==> src/rtl/uart_tx_scheduler.sv <==
`default_nettype none
// ============================================================================
// Module      : uart_tx_scheduler
// Description : Round-robin scheduler sharing one 8N1 UART transmit line
//               between N_REQ byte requesters. Each granted byte is sent as
//               start bit, 8 data bits (LSB first) and stop bit, every bit
//               lasting OS baud_tick pulses.
// Ports       : clk        - system clock
//               rst        - asynchronous reset, active low
//               baud_tick  - single-clk pulse at OS x baud rate
//               req_valid  - per-requester byte-available flags
//               req_data   - packed bytes, requester i at [8i+7:8i]
//               req_ready  - one-hot accept pulse (only while idle)
//               tx         - serial line, idle high
//               busy       - frame in progress
//               grant_id   - requester whose frame is on the line
//               tx_done    - single-clk pulse at the end of the stop bit
// Revision    : 1.0 - initial release
// ============================================================================
module uart_tx_scheduler #(
    parameter int N_REQ  = 4,
    parameter int DATA_W = 8,
    parameter int OS     = 16
) (
    input  logic                      clk,
    input  logic                      rst,
    input  logic                      baud_tick,
    input  logic [N_REQ-1:0]          req_valid,
    input  logic [N_REQ*DATA_W-1:0]   req_data,
    output logic [N_REQ-1:0]          req_ready,
    output logic                      tx,
    output logic                      busy,
    output logic [$clog2(N_REQ)-1:0]  grant_id,
    output logic                      tx_done
);

    localparam int c_ID_W   = $clog2(N_REQ);
    localparam int c_TICK_W = $clog2(OS);

    localparam logic [c_ID_W-1:0]   c_ID_LAST   = c_ID_W'(N_REQ - 1);
    localparam logic [c_ID_W-1:0]   c_ID_ONE    = c_ID_W'(1);
    localparam logic [c_TICK_W-1:0] c_TICK_LAST = c_TICK_W'(OS - 1);
    localparam logic [c_TICK_W-1:0] c_TICK_ONE  = c_TICK_W'(1);
    localparam logic [2:0]          c_BIT_LAST  = 3'(DATA_W - 1);
    localparam logic [2:0]          c_BIT_ONE   = 3'd1;

    localparam logic [1:0] c_S_IDLE  = 2'd0;
    localparam logic [1:0] c_S_START = 2'd1;
    localparam logic [1:0] c_S_DATA  = 2'd2;
    localparam logic [1:0] c_S_STOP  = 2'd3;

    logic [1:0]          r_state,     w_state_nx;
    logic [c_TICK_W-1:0] r_tick,      w_tick_nx;
    logic [2:0]          r_bit,       w_bit_nx;
    logic [DATA_W-1:0]   r_shift,     w_shift_nx;
    logic [c_ID_W-1:0]   r_ptr,       w_ptr_nx;
    logic [N_REQ-1:0]    r_req_ready, w_ready_nx;
    logic                r_tx,        w_tx_nx;
    logic                r_busy,      w_busy_nx;
    logic [c_ID_W-1:0]   r_grant_id,  w_grant_id_nx;
    logic                r_tx_done,   w_done_nx;

    logic                w_any;
    logic [c_ID_W-1:0]   w_winner;
    logic [c_ID_W-1:0]   w_idx;
    logic [N_REQ-1:0]    w_onehot;
    logic [DATA_W-1:0]   w_sel_data;
    logic [c_ID_W-1:0]   w_ptr_adv;
    logic                w_term;
    logic                w_grant_ok;

    // Round-robin pick: first valid requester searching upward from r_ptr.
    always_comb begin
        w_any    = 1'b0;
        w_winner = '0;
        w_idx    = '0;
        for (int k = 0; k < N_REQ; k++) begin
            w_idx = c_ID_W'((int'(r_ptr) + k) % N_REQ);
            if (!w_any && req_valid[w_idx]) begin
                w_any    = 1'b1;
                w_winner = w_idx;
            end
        end
        w_onehot           = '0;
        w_onehot[w_winner] = 1'b1;
        w_sel_data         = '0;
        for (int k = 0; k < N_REQ; k++) begin
            if (w_winner == c_ID_W'(k)) begin
                w_sel_data = req_data[k*DATA_W +: DATA_W];
            end
        end
        w_ptr_adv = (w_winner == c_ID_LAST) ? '0 : w_winner + c_ID_ONE;
    end

    // Next-state and next-output logic. Every output is a register, so the
    // values computed here are what the line shows in the following cycle.
    always_comb begin
        w_state_nx    = r_state;
        w_tick_nx     = r_tick;
        w_bit_nx      = r_bit;
        w_shift_nx    = r_shift;
        w_ptr_nx      = r_ptr;
        w_ready_nx    = '0;
        w_tx_nx       = r_tx;
        w_busy_nx     = r_busy;
        w_grant_id_nx = r_grant_id;
        w_done_nx     = 1'b0;
        w_grant_ok    = 1'b0;
        w_term        = baud_tick && (r_tick == c_TICK_LAST);

        case (r_state)
            c_S_IDLE: begin
                w_tx_nx   = 1'b1;
                w_busy_nx = 1'b0;
                if (r_req_ready != '0) begin
                    // Grant cycle: any tick here is deliberately not counted.
                    w_state_nx = c_S_START;
                    w_tick_nx  = '0;
                    w_tx_nx    = 1'b0;
                    w_busy_nx  = 1'b1;
                end else begin
                    w_grant_ok = 1'b1;
                end
            end
            c_S_START: begin
                if (baud_tick) begin
                    if (w_term) begin
                        w_tick_nx  = '0;
                        w_bit_nx   = '0;
                        w_state_nx = c_S_DATA;
                        w_tx_nx    = r_shift[0];
                    end else begin
                        w_tick_nx = r_tick + c_TICK_ONE;
                    end
                end
            end
            c_S_DATA: begin
                if (baud_tick) begin
                    if (w_term) begin
                        w_tick_nx = '0;
                        if (r_bit == c_BIT_LAST) begin
                            w_state_nx = c_S_STOP;
                            w_tx_nx    = 1'b1;
                        end else begin
                            w_bit_nx = r_bit + c_BIT_ONE;
                            w_tx_nx  = r_shift[w_bit_nx];
                        end
                    end else begin
                        w_tick_nx = r_tick + c_TICK_ONE;
                    end
                end
            end
            default: begin
                // STOP: once tx_done has been shown for a cycle, return to
                // IDLE and arbitrate on the same edge so consecutive frames
                // are separated by the single grant cycle only.
                if (r_tx_done) begin
                    w_state_nx = c_S_IDLE;
                    w_busy_nx  = 1'b0;
                    w_grant_ok = 1'b1;
                end else if (baud_tick) begin
                    if (w_term) begin
                        w_tick_nx = '0;
                        w_done_nx = 1'b1;
                    end else begin
                        w_tick_nx = r_tick + c_TICK_ONE;
                    end
                end
            end
        endcase

        if (w_grant_ok && w_any) begin
            w_ready_nx    = w_onehot;
            w_shift_nx    = w_sel_data;
            w_grant_id_nx = w_winner;
            w_ptr_nx      = w_ptr_adv;
        end
    end

    always_ff @(posedge clk or negedge rst) begin
        if (!rst) begin
            r_state     <= c_S_IDLE;
            r_tick      <= '0;
            r_bit       <= '0;
            r_shift     <= '0;
            r_ptr       <= '0;
            r_req_ready <= '0;
            r_tx        <= 1'b1;
            r_busy      <= 1'b0;
            r_grant_id  <= '0;
            r_tx_done   <= 1'b0;
        end else begin
            r_state     <= w_state_nx;
            r_tick      <= w_tick_nx;
            r_bit       <= w_bit_nx;
            r_shift     <= w_shift_nx;
            r_ptr       <= w_ptr_nx;
            r_req_ready <= w_ready_nx;
            r_tx        <= w_tx_nx;
            r_busy      <= w_busy_nx;
            r_grant_id  <= w_grant_id_nx;
            r_tx_done   <= w_done_nx;
        end
    end

    assign req_ready = r_req_ready;
    assign tx        = r_tx;
    assign busy      = r_busy;
    assign grant_id  = r_grant_id;
    assign tx_done   = r_tx_done;

endmodule
`default_nettype wire

==> config.mk <==
export PLATFORM = sky130hd
export DESIGN_NAME = uart_tx_scheduler
export DESIGN_NICKNAME = d
export VERILOG_FILES = /design/src/rtl/uart_tx_scheduler.sv
export SDC_FILE = /design/constraint.sdc
export NUM_CORES = 1
export LEC_CHECK = 0
export CAP_MARGIN = 10
export CORE_UTILIZATION = 51
export CTS_BUF_LIST = sky130_fd_sc_hd__clkbuf_16
export DETAILED_ROUTE_END_ITERATION = 16
export GPL_TIMING_DRIVEN = 0
export PLACE_DENSITY = 0.84
export SLEW_MARGIN = 10
export SYNTH_ARGS = -nofsm -noshare
export SYNTH_HDL_FRONTEND = slang
export SYNTH_SLANG_ARGS = --single-unit
==> constraint.sdc <==
create_clock -name clk -period 3.4 [get_ports clk]
set_clock_uncertainty 0.05 [all_clocks]
set_input_delay 0.34 -clock clk [delete_from_list [all_inputs] [get_ports clk]]
set_output_delay 0.34 -clock clk [all_outputs]
set_load 0.005 [all_outputs]
# [Yosys cells after proc, flatten, opt, wreduce, memory -nomap -nowiden]
# Cells that the tools add are included.
[totals] reg_bits=28 latchBits=0 mem_bits_rw=0 rom_bits=0 output_inout_bits=9 wordCells=123 mem_count=0
[op_classes] addsub=6 mul=0 div_mod_pow=0 order_cmp=7 eq_ne=15 shift=0 n_mux=61 bitwise=1 n_reduce_logical=23
[ops] operator="8-bit two-way mux" n=4
[ops] operator="2-bit two-way mux" n=12
[ops] operator="1-bit two-way mux" n=23
[ops] operator="4-bit two-way mux" n=5
[ops] operator="2-bit by 3-bit < comparator with 1-bit output, second input constant" n=5
[ops] operator="3-bit two-way mux" n=5
[ops] operator="2-bit inequality test, second input constant" n=7
[ops] operator="1-bit binary-select mux with 2-bit select" n=4
[ops] operator="4-bit case mux with 2 select lines" n=1
[ops] operator="4-bit nonzero test" n=2
[ops] operator="7-bit AND reduction" n=1
[ops] operator="2-bit equality test, second input constant" n=3
[ops] operator="1-bit logical AND" n=6
[ops] operator="2-bit case mux with 3 select lines" n=1
[ops] operator="3-bit case mux with 2 select lines" n=1
[ops] operator="6-bit AND reduction" n=1
[ops] operator="5-bit AND reduction" n=1
[ops] operator="2-bit by 1-bit adder with 2-bit output, second input constant" n=2
[ops] operator="2-bit adder, second input constant" n=2
[ops] operator="4-bit by 1-bit adder with 4-bit output, second input constant" n=1
[ops] operator="2-bit by 1-bit equality test with 1-bit output, second input constant" n=2
[ops] operator="4-bit equality test, second input constant" n=1
[ops] operator="2-bit logical NOT" n=2
[ops] operator="3-bit by 4-bit < comparator with 1-bit output, second input constant" n=1
[ops] operator="other kinds (15)" n=20

# [Logic depth before layout (Yosys ltp)]
# Gate-level depths: netlist (run 1).
[depth] ltp_word=17 ltp_mapped=10

# [Worst setup path after synthesis (run 1)]
# No wires, ideal clock.
[synth_path] path_kind="reg2reg" from="register r_ptr[1]" to="register r_shift[3]" setup_ns=0.128 t_arrival_ns=2.128 slack_ns=1.094 stages_incl_launch_ff=10 period_less_slack_ns=2.306 cell_sequence="dfrtp_1 -> mux2i_1 -> and2_1 -> nor3_1 -> inv_1 -> ha_1 -> nor2b_1 -> a221oi_1 -> o31ai_1 -> mux2_1"
[synth_via] elab_chain_cells=17 elab_cells_between_ends=34 classes_between="add/sub (3); eq/ne (3); mux (20); reduce/logical (8)"
[synth_lines] item="start: declaration" line="56" rtl="logic [c_ID_W-1:0] r_ptr, w_ptr_nx;"
[synth_lines] item="start signal: assignment" line="197" rtl="r_ptr <= w_ptr_nx;"
[synth_lines] item="branches (longest 11 deep; another with 2-bit by 1-bit adder with 2-bit output)"
[synth_lines] item="2-bit two-way mux *" line="79" rtl="if (!w_any && req_valid[w_idx]) begin"
[synth_lines] item="net w_winner[0]" line="64" rtl="logic [c_ID_W-1:0] w_winner;"
[synth_lines] item="2-bit logical NOT" line="88" rtl="if (w_winner == c_ID_W'(k)) begin"
[synth_lines] item="8-bit two-way mux (3 in a row)" line="88"
[synth_lines] item="8-bit two-way mux *" line="88"
[synth_lines] item="end signal: assignment" line="196" rtl="r_shift <= w_shift_nx;"
[synth_lines] item="end: declaration" line="55" rtl="logic [DATA_W-1:0] r_shift, w_shift_nx;"
# Mark *: on every way through the listed nets, which the timed path passes. The select of a mux whose other input is x is not followed.
# A chain may end at the register's enable or synchronous reset.

# [Worst setup path after layout (run 1)]
[layout_path] from="input req_valid[3]" to="register r_shift[1]"
[layout_via] elab_chain_cells=17 elab_cells_between_ends=31 classes_between="eq/ne (3); mux (20); reduce/logical (8)"
[layout_lines] item="start: declaration" line="28" rtl="input logic [N_REQ-1:0] req_valid,"
[layout_lines] item="1-bit binary-select mux with 2-bit select" line="79"
[layout_lines] item="1-bit two-way mux (not written as such)" line="79"
[layout_lines] item="1-bit two-way mux" line="79"
[layout_lines] item="1-bit logical NOT" line="79"
[layout_lines] item="1-bit logical AND" line="79"
[layout_lines] item="1-bit two-way mux" line="79"
[layout_lines] item="1-bit logical NOT" line="79"
[layout_lines] item="1-bit logical AND" line="79"
[layout_lines] item="1-bit two-way mux" line="79"
[layout_lines] item="1-bit logical NOT" line="79"
[layout_lines] item="1-bit logical AND" line="79"
[layout_lines] item="2-bit two-way mux *" line="79"
[layout_lines] item="net w_winner[1]" line="64"
[layout_lines] item="2-bit logical NOT" line="88"
[layout_lines] item="8-bit two-way mux (3 in a row)" line="88"
[layout_lines] item="8-bit two-way mux *" line="88"
# The timed path passes the listed nets; every way through them passes the cells marked *. The select of a mux whose other input is x is not followed.

==> metrics, run 1 <==
first-pass GRT wire length=6180 µm; post-DR vias/cell=5.49; DRT antenna net count=0; placed wire-length estimate=2890 µm; Pwr Density=814 nW/µm²; Syn Inst Count=181; largest net degree at the start of global routing=29; Starting Density=53.3%; unrepaired setup endpoints after global routing=no; Top FF cell, synth=dfrtp_1; post-synthesis compound-gate area fraction=17.4%; status=finished, final reports clean; Worst-Skew Late Latency=0.26 ns; TritonCTS Buffers=3; Yosys top cell by area=dfrtp_1; synth top area cells=dfrtp_1, ha_1, nor2_1; vias in the first global route=1459; DRT iter0 DRCs=49; CP Data Required Time=3.55 ns; pin slew with the least headroom to its limit=0.611 ns; mux share of post-synthesis cell area=13.0%; met2 Use GR=37.7%; maximum vdd drop=0.466 mV; CTS tree=built; final layout net count=283; chip width=61.3 µm; H-Tree Depth=1; simple-gate area share of the yosys netlist=18.2%; Critical Path Sink Type=flip-flop; Syn Nets=231; Post-CTS Setup Bufs=0; CTS clk-pin slew, worst paths=0.07 ns; Highest Clock Rate=350 MHz; critical path class=primary input to flip-flop; PostCTS Resize Cnt=0; most frequent cell after synthesis=dfrtp_1; Ports=48; Slew Viols, Final=0; Mean Syn Cell Area=9.91 µm²; min-delay worst type=primary input to async pin; min Tclk post-route=2.86 ns; Adder-Cell Fraction of Synth Area=7.68%; DIE AREA=3760 µm²; CP max FO=7; Async SR Flop Fraction=100%; CTS Buffer Depth=2; CTS sink cnt=28; GRT busiest layer=met2; largest family of logic cells by synthesized area=simple AND/OR/NAND/NOR gates; Antenna diodes=0; Area Overhead vs Synth=33.6%; gr usage total=22.1%; global route overflow=0; # hold bufs at CTS=0; Hold Fails Final Rpt=0; setup tns final=0 ns; Final setup violation count=0; met1 Use GR=28.0%; DR WL/cell=13.4 µm; Synth top cells by count=dfrtp_1, nor2_1, nand2_1; Placed Cells=274; # DRC=0; met3 usage=3.36%; Tot Pwr=0.00195 W; #FFs+latches synth=28; antenna violations before repair=0; Static Leak=1.05 nW; Vias=1525; Cell Rows=21; number of buffers added on ports=47; root buffer cell=clkbuf_16; register area share after synthesis=39.1%; layout cells sized above 1=9.05%; max_cap viols=0; RePlAce Congestion=0.858; final worst path period share=84.1%; Synth Warn #=0; fin cells=278; Mapped Area=1790 µm²; max_slew headroom=59.3%; arrival time worst endpoint=3.01 ns; xor and xnor area share after synthesis=0.488%; final WL=3720 µm; Die Height=61.3 µm; share of the synthesized area in the top cell type=37.7%; EDFF count, synth=0; Pre-Repair DR Iteration Count=4; Startpoint Class=primary input; post-synth cell types=44; Core Area=3360 µm²
[power breakdown]
group / internal, W / total, W / switching [W]
clock network: 0.000157 / 0.000264 / 0.000106
logic: 0.000578 / 0.00109 / 0.000510
registers: 0.000480 / 0.000597 / 0.000117
[state kept, by name, summed over array words and instances, names as in the netlist, 2 cells and up]
signal and flops:
r_shift 8, r_tick 4, req_ready 4, r_bit 3
grant_id 2, r_ptr 2, r_state 2
[path summary, 6_finish.rpt]
check / endpoint / start / cells past startpoint / slack [ns]
max: r_shift[1]$_DFFE_PN0N_ / req_valid[3] / 10 / 0.54
min in group clk: r_shift[3]$_DFFE_PN0N_ / r_shift[3]$_DFFE_PN0N_ / 1 / 0.44
min reg2reg: r_shift[3]$_DFFE_PN0N_ / r_shift[3]$_DFFE_PN0N_ / 1 / 0.44
max in group asynchronous: r_bit[0]$_DFFE_PN0P_ / rst / 1 / 2.86
min: r_tick[1]$_DFFE_PN0P_ / rst / 1 / 0.03
max reg2reg: r_shift[1]$_DFFE_PN0N_ / r_ptr[0]$_DFFE_PN0N_ / 9 / 0.73
[per-stage QoR]
| step | cell area, µm² | setup WS (ns) | util [%] | hold slack [ns] |
|---|---|---|---|---|
| 2_1_floorplan | 1790 | 1.09 | - | -0.00559 |
| 3_3_place_gp | 2320 | 0.332 | 69.0 | 0.423 |
| 3_5_place_dp | 2320 | 0.304 | 69.0 | 0.437 |
| 4_1_cts | 2400 | 0.550 | 71.4 | 0.451 |
| 5_1_grt | 2390 | 0.207 | 71.2 | 0.0886 |
| 6_report | 2390 | 0.540 | 71.2 | 0.0330 |
[logic make-up (layout without fill, tap and decap cells)]
| group | after synthesis | in the layout |
|---|---|---|
| XOR/XNOR | 1 | 1 |
| buffers and inverters | 17 | 68 |
| AO/OA/AOI/OAI | 43 | 43 |
| adder cells (fa/ha/maj) | 11 | 11 |
| multiplexers | 19 | 19 |
| flip-flops | 28 | 28 |
| AND/OR/NAND/NOR | 62 | 62 |
[critical path: stages]
cell and delay (ns):
clkdlybuf4s50_1 0.54, nand3b_1 0.12, o21ai_0 0.08, a221oi_1 0.51, inv_1 0.13, ha_1 0.23
nor2b_1 0.42, a221oi_1 0.15, o31ai_1 0.28, mux2_2 0.20
[final cells by class]
| type | count | area [µm²] |
|---|---|---|
| clock inverter | 1 | 3.75 |
| tap | 46 | 57.6 |
| multi-input combinational | 136 | 1020 |
| timing repair buffer | 47 | 465 |
| sequential | 28 | 702 |
| fill | 295 | 968 |
| clock buffer | 3 | 75.1 |
| buffer | 7 | 35.0 |
| inverter | 10 | 37.5 |
[per-layer routing]
layer | part of all wire, % | wire length, µm
met5 | 0 | 0
met4 | 2.2 | 80
met3 | 4.6 | 171
met2 | 47 | 1740
met1 | 46 | 1730
[placed cells by master, fill, tap and decap left out, drive strengths merged, types with 8 or more instances in the layout]
master / n
clkdlybuf4s50: 46
dfrtp: 27
nor2: 19
nand2: 16
mux2: 13
ha: 11
inv: 10
o31ai: 9
a221oi: 8
clkbuf: 8
No activity file was read; power rests on OpenSTA's default activity.
==> inputs of run 2 (changes only) <==
--- a/config.mk
+++ b/config.mk
@@ -6,11 +6,11 @@
 export NUM_CORES = 1
 export LEC_CHECK = 0
 export CAP_MARGIN = 10
-export CORE_UTILIZATION = 51
+export CORE_UTILIZATION = 44
 export CTS_BUF_LIST = sky130_fd_sc_hd__clkbuf_16
 export DETAILED_ROUTE_END_ITERATION = 16
 export GPL_TIMING_DRIVEN = 0
-export PLACE_DENSITY = 0.84
+export PLACE_DENSITY = 0.77
 export SLEW_MARGIN = 10
 export SYNTH_ARGS = -nofsm -noshare
 export SYNTH_HDL_FRONTEND = slang
==> constraint.sdc (replaced) <==
create_clock -name clk -period 2.6 [get_ports clk]
set_clock_uncertainty 0.05 [all_clocks]
set_input_delay 0.26 -clock clk [delete_from_list [all_inputs] [get_ports clk]]
set_output_delay 0.26 -clock clk [all_outputs]
set_load 0.005 [all_outputs]
==> run 2 against run 1 <==
The run now ends with negative hold slack left. Sequential share of layout area is 0.80 points lower. Global-route usage decreased by 2.5 points. Final area increased by 2.8%. Sequential power increased by 30%. First-iteration DRC count is 22% higher. Wire length down 0.38%. Register-to-register slack got worse by 0.55 ns. Worst setup slack got worse by 0.41 ns. Clock power is 30% higher. Utilization shrank 5.9 points. Combinational power is 38% higher. Cell count grew 1.8%. Critical endpoint is now r_shift[4]$_DFFE_PN0N_.
==> metrics, run 2 (synthesized netlist as in run 1, its figures left out) <==
final hold slack=-0.0439 ns (-0.0770 ns); Starting Density=47.5% (-5.8 points); Register Area=702 µm² (unchanged); setup tns final=0 ns (unchanged); Worst-Skew Late Latency=0.26 ns (about the same); Ports=48 (unchanged); root buffer cell=clkbuf_16; # DRC=0 (unchanged); Cell Rows=22 (+4.8%); largest register by flop count=r_shift; Critical Path Source=req_valid[3]; RePlAce Congestion=0.785 (-8.6%); Slew Viols, Final=0 (unchanged); critical path class=primary input to flip-flop; H-Tree Depth=1 (unchanged); unrepaired setup endpoints after global routing=yes; reg2reg path depth=9 (unchanged); Tot Pwr=0.00262 W (+35%); chip width=65.8 µm (+7.4%); maximum vdd drop=0.608 mV (+30%); number of buffers added on ports=47 (unchanged); CTS sink cnt=28 (unchanged); post-DR vias/cell=5.49 (about the same); vias in the first global route=1483 (+1.6%); fillers=299 (+1.4%); Pwr Density=1060 nW/µm² (+31%); Static Leak=1.08 nW (+2.3%); status=finished with violations; Multi-input gate area=1050 µm² (+3.2%); most common cell after layout, fill and taps aside=clkdlybuf4s50_1; CTS Buffer Depth=2 (unchanged); DRT iter0 DRCs=60 (+22%); Pre-Repair DR Iteration Count=4 (unchanged); Startpoint Class=primary input; gr usage total=19.6% (-2.5 points); max_cap viols=0 (unchanged); Crit-path slowest cell=clkdlybuf4s50_1; antenna violations before repair=0 (unchanged); CTS tree=built; DR WL/cell=13.1 µm (-2.1%); placed wire-length estimate=2890 µm (about the same); Vias=1553 (+1.8%); Core Area=3770 µm² (+12%); Max stage delay on crit path=0.53 ns (about the same); Antenna diodes=0 (unchanged); Post-DP Area=2320 µm² (+0.11%); CTS clk-pin slew, worst paths=0.07 ns (about the same); DRT antenna net count=0 (unchanged); min Tclk post-route=2.47 ns; most frequent cells in the layout=clkdlybuf4s50_1, dfrtp_1, nor2_1; DIE AREA=4330 µm² (+15%); r2r startpoint=r_ptr[1]$_DFFE_PN0N_; Hold Fails Final Rpt=27 (+27); R2R setup slack=0.18 ns (-0.55 ns); Die Height=65.8 µm (+7.4%); Highest Clock Rate=404 MHz; Critical Path Sink Type=flip-flop; max_slew headroom=58.5% (-0.72 points); largest net degree at the start of global routing=29 (unchanged); FF-to-FF End=r_shift[4]$_DFFE_PN0N_; final WL=3710 µm (-0.38%); Largest register FFs=8 (unchanged); failing checks=negative hold slack; final layout net count=286 (+1.1%); CP Data Required Time=2.69 ns (-0.86 ns); final worst path period share=95.1%; Final setup violation count=0 (unchanged); arrival time worst endpoint=2.57 ns (-0.44 ns); post-route cell area=2460 µm² (+2.8%); # hold bufs at CTS=0 (unchanged); CP max FO=10 (+3); Area Overhead vs Synth=37.3%; min-delay worst type=primary input to async pin; layout cells sized above 1=14.0% (+5.0 points); crit-path cells=clkdlybuf4s50_1 > nand3b_1 > o21ai_0 > a221oi_2 > inv_1 > ha_1 > clkbuf_2 > a221oi_1 > o31ai_1 > mux2_1; global route overflow=0 (unchanged); pin slew with the least headroom to its limit=0.622 ns (+0.0108 ns); first-pass GRT wire length=6530 µm (+5.8%); TritonCTS Buffers=3 (unchanged)
==> run 2: worst max path at each step <==
stage	end	slack (ns)	cells after the start
floorplan	r_shift[3]$_DFFE_PN0N_	0.29	9
global placement	r_shift[1]$_DFFE_PN0N_	-0.38	10
detailed placement	r_shift[5]$_DFFE_PN0N_	-0.46	10
CTS	r_shift[5]$_DFFE_PN0N_	0.06	10
global route	r_shift[3]$_DFFE_PN0N_	-0.003	10
finish	r_shift[4]$_DFFE_PN0N_	0.13	10
==> run 2: final cells by class <==
class / instances / share of cell area, %
flip-flops and latches: 28 / 28.5
clock inverters: 1 / 0.152
repair buffers: 50 / 19.8
clock buffers: 3 / 3.05
well taps: 48 / 2.44
multi-input cells: 136 / 42.7
inverters: 10 / 1.68
repair inverters: 1 / 0.203
plain buffers: 6 / 1.47
==> run 2: critical path: cells and delay by family <==
kind	cells	cell delay (ns)
AND/OR/NAND/NOR	1	0.12
adder cells (fa/ha/maj)	1	0.23
buffers and inverters	3	0.84
AO/OA/AOI/OAI	4	0.83
multiplexers	1	0.28
==> run 2: power by group <==
| group | leakage (nW) | total, W | internal [W] | switching, W |
|---|---|---|---|---|
| Combinational | 0.684 | 0.00150 | 0.000803 | 0.000697 |
| Clock | 0.0385 | 0.000344 | 0.000206 | 0.000138 |
| Sequential | 0.355 | 0.000778 | 0.000628 | 0.000150 |
| Total | 1.08 | 0.00262 | 0.00164 | 0.000985 |
==> run 2: through the flow <==
step	setup WS [ns]	cells	utilization, %
global route	-0.00308	283	65.3
global placement	-0.383	276	61.6
CTS	0.0565	281	64.2
finish	0.126	283	65.3
floorplan	0.294	181	-
detailed placement	-0.456	276	61.6
==> run 2: timing repair <==
item,4_1_cts,5_1_grt
resized for setup,2,10
endpoints found under the setup margin,9,10
cloned,0,1
buffers inserted,1,2
pin swaps,1,2
==> run 2: routing by layer <==
metal	up-vias	GRT usage (%)	part of all wire, %
met5	-	0	0
met4	0	8.15	1.7
met3	5	3.45	5.3
met2	51	30.2	45
met1	729	27.0	48
li1	768	-	-
==> inputs of run 3 (changes only) <==
--- a/config.mk
+++ b/config.mk
@@ -6,11 +6,12 @@
 export NUM_CORES = 1
 export LEC_CHECK = 0
 export CAP_MARGIN = 10
-export CORE_UTILIZATION = 44
+export CORE_UTILIZATION = 51
 export CTS_BUF_LIST = sky130_fd_sc_hd__clkbuf_16
 export DETAILED_ROUTE_END_ITERATION = 16
+export DONT_BUFFER_PORTS = 1
 export GPL_TIMING_DRIVEN = 0
-export PLACE_DENSITY = 0.77
+export PLACE_DENSITY = 0.66
 export SLEW_MARGIN = 10
 export SYNTH_ARGS = -nofsm -noshare
 export SYNTH_HDL_FRONTEND = slang
==> constraint.sdc (replaced) <==
create_clock -name clk -period 2.39 [get_ports clk]
set_clock_uncertainty 0.05 [all_clocks]
set_input_delay 0.239 -clock clk [delete_from_list [all_inputs] [get_ports clk]]
set_output_delay 0.239 -clock clk [all_outputs]
set_load 0.005 [all_outputs]
==> run 3 against run 2 <==
The run now ends clean. Cell count fell by 15%. Via count decreased by 7.7%. Sequential share of layout area grew 4.2 points. Die area is 13% lower. Largest cell class unchanged. Clock-buffer cell count stayed put. Sequential cell count unchanged. First-iteration DRC count is 5.0% lower. Utilization is 1.4 points lower. Critical path depth decreased by 1. Wire length rose by 5.8%. Clock power up 10%. Combinational power increased by 11%. Highest routed layer unchanged.
==> metrics, run 3 (synthesized netlist as in run 1, its figures left out) <==
status=finished, final reports clean; antenna violations before repair=0 (unchanged); maximum vdd drop=0.700 mV (+15%); number of buffers added on ports=0 (-100%); max_cap viols=0 (unchanged); Die Height=61.3 µm (-6.9%); NetSw=0.00116 W (+17%); DR WL/cell=16.3 µm (+25%); gr usage total=22.4% (+2.7 points); arrival time worst endpoint=2.38 ns (-0.19 ns); most frequent cells in the layout=dfrtp_1, nor2_1, nand2_1; DIE AREA=3760 µm² (-13%); final hold slack=0.153 ns (+0.197 ns); max_slew headroom=71.7% (+13 points); CTS tree=built; critical path class=flip-flop to flip-flop; Pwr Density=1360 nW/µm² (+27%); Vias=1434 (-7.7%); Starting Density=53.3% (+5.8 points); Comb pwr share=57.1% (about the same); min-delay worst type=primary input to flip-flop; Post-DP Area=1850 µm² (-20%); Pre-Repair DR Iteration Count=4 (unchanged); global route overflow=0 (unchanged); Hold Fails Final Rpt=0 (-100%); Internal=0.00176 W (+7.6%); post-DR vias/cell=5.98 (+8.9%); Largest register FFs=8 (unchanged); min Tclk post-route=2.28 ns; Slew Viols, Final=0 (unchanged); post-route cell area=2150 µm² (-13%); DRT antenna net count=0 (unchanged); Cell Rows=21 (-4.5%); RePlAce Congestion=0.815 (+3.8%); Final setup violation count=0 (unchanged); final WL=3920 µm (+5.8%); CTS clk-pin slew, worst paths=0.07 ns (about the same); Antenna diodes=0 (unchanged); Clk pwr share=13.0% (about the same); final worst path period share=95.3%; H-Tree Depth=1 (unchanged); power share of the sequential group=29.9% (+0.2 points); chip width=61.3 µm (-6.9%); sw frac=39.6% (+2.0 points); setup tns final=0 ns (unchanged); Static Leak=0.949 nW (-12%); CP max FO=7 (-3); largest net degree at the start of global routing=29 (unchanged); DRT iter0 DRCs=57 (-5.0%); first-pass GRT wire length=6090 µm (-6.9%); largest register by flop count=r_shift; fin cells=240 (-15%); Area Overhead vs Synth=19.9%; pin slew with the least headroom to its limit=0.425 ns (-0.197 ns); Ports=48 (unchanged); Placed Cells=227 (-18%); vias in the first global route=1334 (-10%); Tot Pwr=0.00292 W (+11%); Worst-Skew Late Latency=0.26 ns (about the same); fillers=301 (+0.67%); root buffer cell=clkbuf_16; most common cell after layout, fill and taps aside=dfrtp_1; Startpoint Class=flip-flop; Highest Clock Rate=439 MHz; TritonCTS Buffers=3 (unchanged); CTS Buffer Depth=2 (unchanged); placed wire-length estimate=2800 µm (-3.3%); layout cells sized above 1=25.8% (+12 points); Core Area=3360 µm² (-11%); CTS sink cnt=28 (unchanged); # DRC=0 (unchanged); CP Data Required Time=2.49 ns (-0.20 ns); Critical Path Sink Type=flip-flop; final layout net count=245 (-14%)
run 3: changes by cell type in the layout (fill, tap and decap cells not counted), sizes merged:
cell / delta
clkbuf: -2
buf: +6
dlygate4sd3: +1
clkdlybuf4s50: -46
run 3: final timing paths:
path	slack [ns]	from	cells past startpoint	end
max	0.11	r_ptr[1]$_DFFE_PN0N_	9	r_shift[3]$_DFFE_PN0N_
min	0.15	baud_tick	2	tx_done$_DFF_PN0_
max reg2reg	0.11	r_ptr[1]$_DFFE_PN0N_	9	r_shift[3]$_DFFE_PN0N_
min reg2reg	0.43	tx$_DFFE_PN1P_	2	tx$_DFFE_PN1P_
max in group asynchronous	1.69	rst	2	tx$_DFFE_PN1P_
min in group asynchronous	0.38	rst	2	r_state[1]$_DFFE_PN0P_
run 3: critical path, stage by stage, from the launching register on:
cell and delay [ns]:
dfrtp_2 0.45, mux2i_1 0.14, and2_4 0.17, nor3_4 0.28, inv_2 0.10, ha_4 0.18
nor2b_4 0.16, a221oi_2 0.25, o31ai_1 0.10, mux2_1 0.29
run 3: per-stage QoR:
| step | setup slack, ns | utilization, % |
|---|---|---|
| 4_1_cts | -0.0185 | 59.6 |
| 6_report | 0.112 | 63.9 |
| 3_5_place_dp | -0.307 | 55.0 |
| 2_1_floorplan | 0.0843 | - |
| 3_3_place_gp | -0.157 | 55.0 |
| 5_1_grt | -0.0313 | 63.9 |
run 3: repair_timing:
| action | 4_1_cts | 5_1_grt |
|---|---|---|
| gates cloned | 0 | 1 |
| gates resized for setup | 6 | 29 |
| pin swaps | 2 | 6 |
| setup buffers | 3 | 4 |
| hold endpoints to repair | 28 | 0 |
| hold buffers | 2 | 0 |
| endpoints found under the setup margin | 10 | 10 |
run 3: area by class of cell:
type                       instances  area [µm²]  share of cell area, %
inverter                          10        41.3                   1.92
clock inverter                     1        3.75                  0.175
buffer                             6        46.3                   2.15
sequential                        28         703                   32.7
clock buffer                       3        75.1                   3.49
timing repair inverter             1        5.00                  0.233
timing repair buffer               9        82.6                   3.84
multi-input combinational        136        1130                   52.8
tap                               46        57.6                   2.68
run 3: layer usage:
metal / wire, µm / GRT usage, % / vias up
met3: 165 / 2.52 / 5
met5: 0 / 0 / -
met2: 2050 / 40.4 / 48
met1: 1660 / 27.3 / 694
li1: - / - / 687
met4: 42 / 8.44 / 0
run 3: power by group through the flow:
stage / combinational, W / sequential (W) / clock [W]
2_1_floorplan: 0.00116 / 0.000821 / 0
5_1_grt: 0.00186 / 0.000898 / 0.000407
4_1_cts: 0.00147 / 0.000871 / 0.000386
6_report: 0.00167 / 0.000871 / 0.000380
3_3_place_gp: 0.00133 / 0.000858 / 0
3_5_place_dp: 0.00139 / 0.000875 / 0
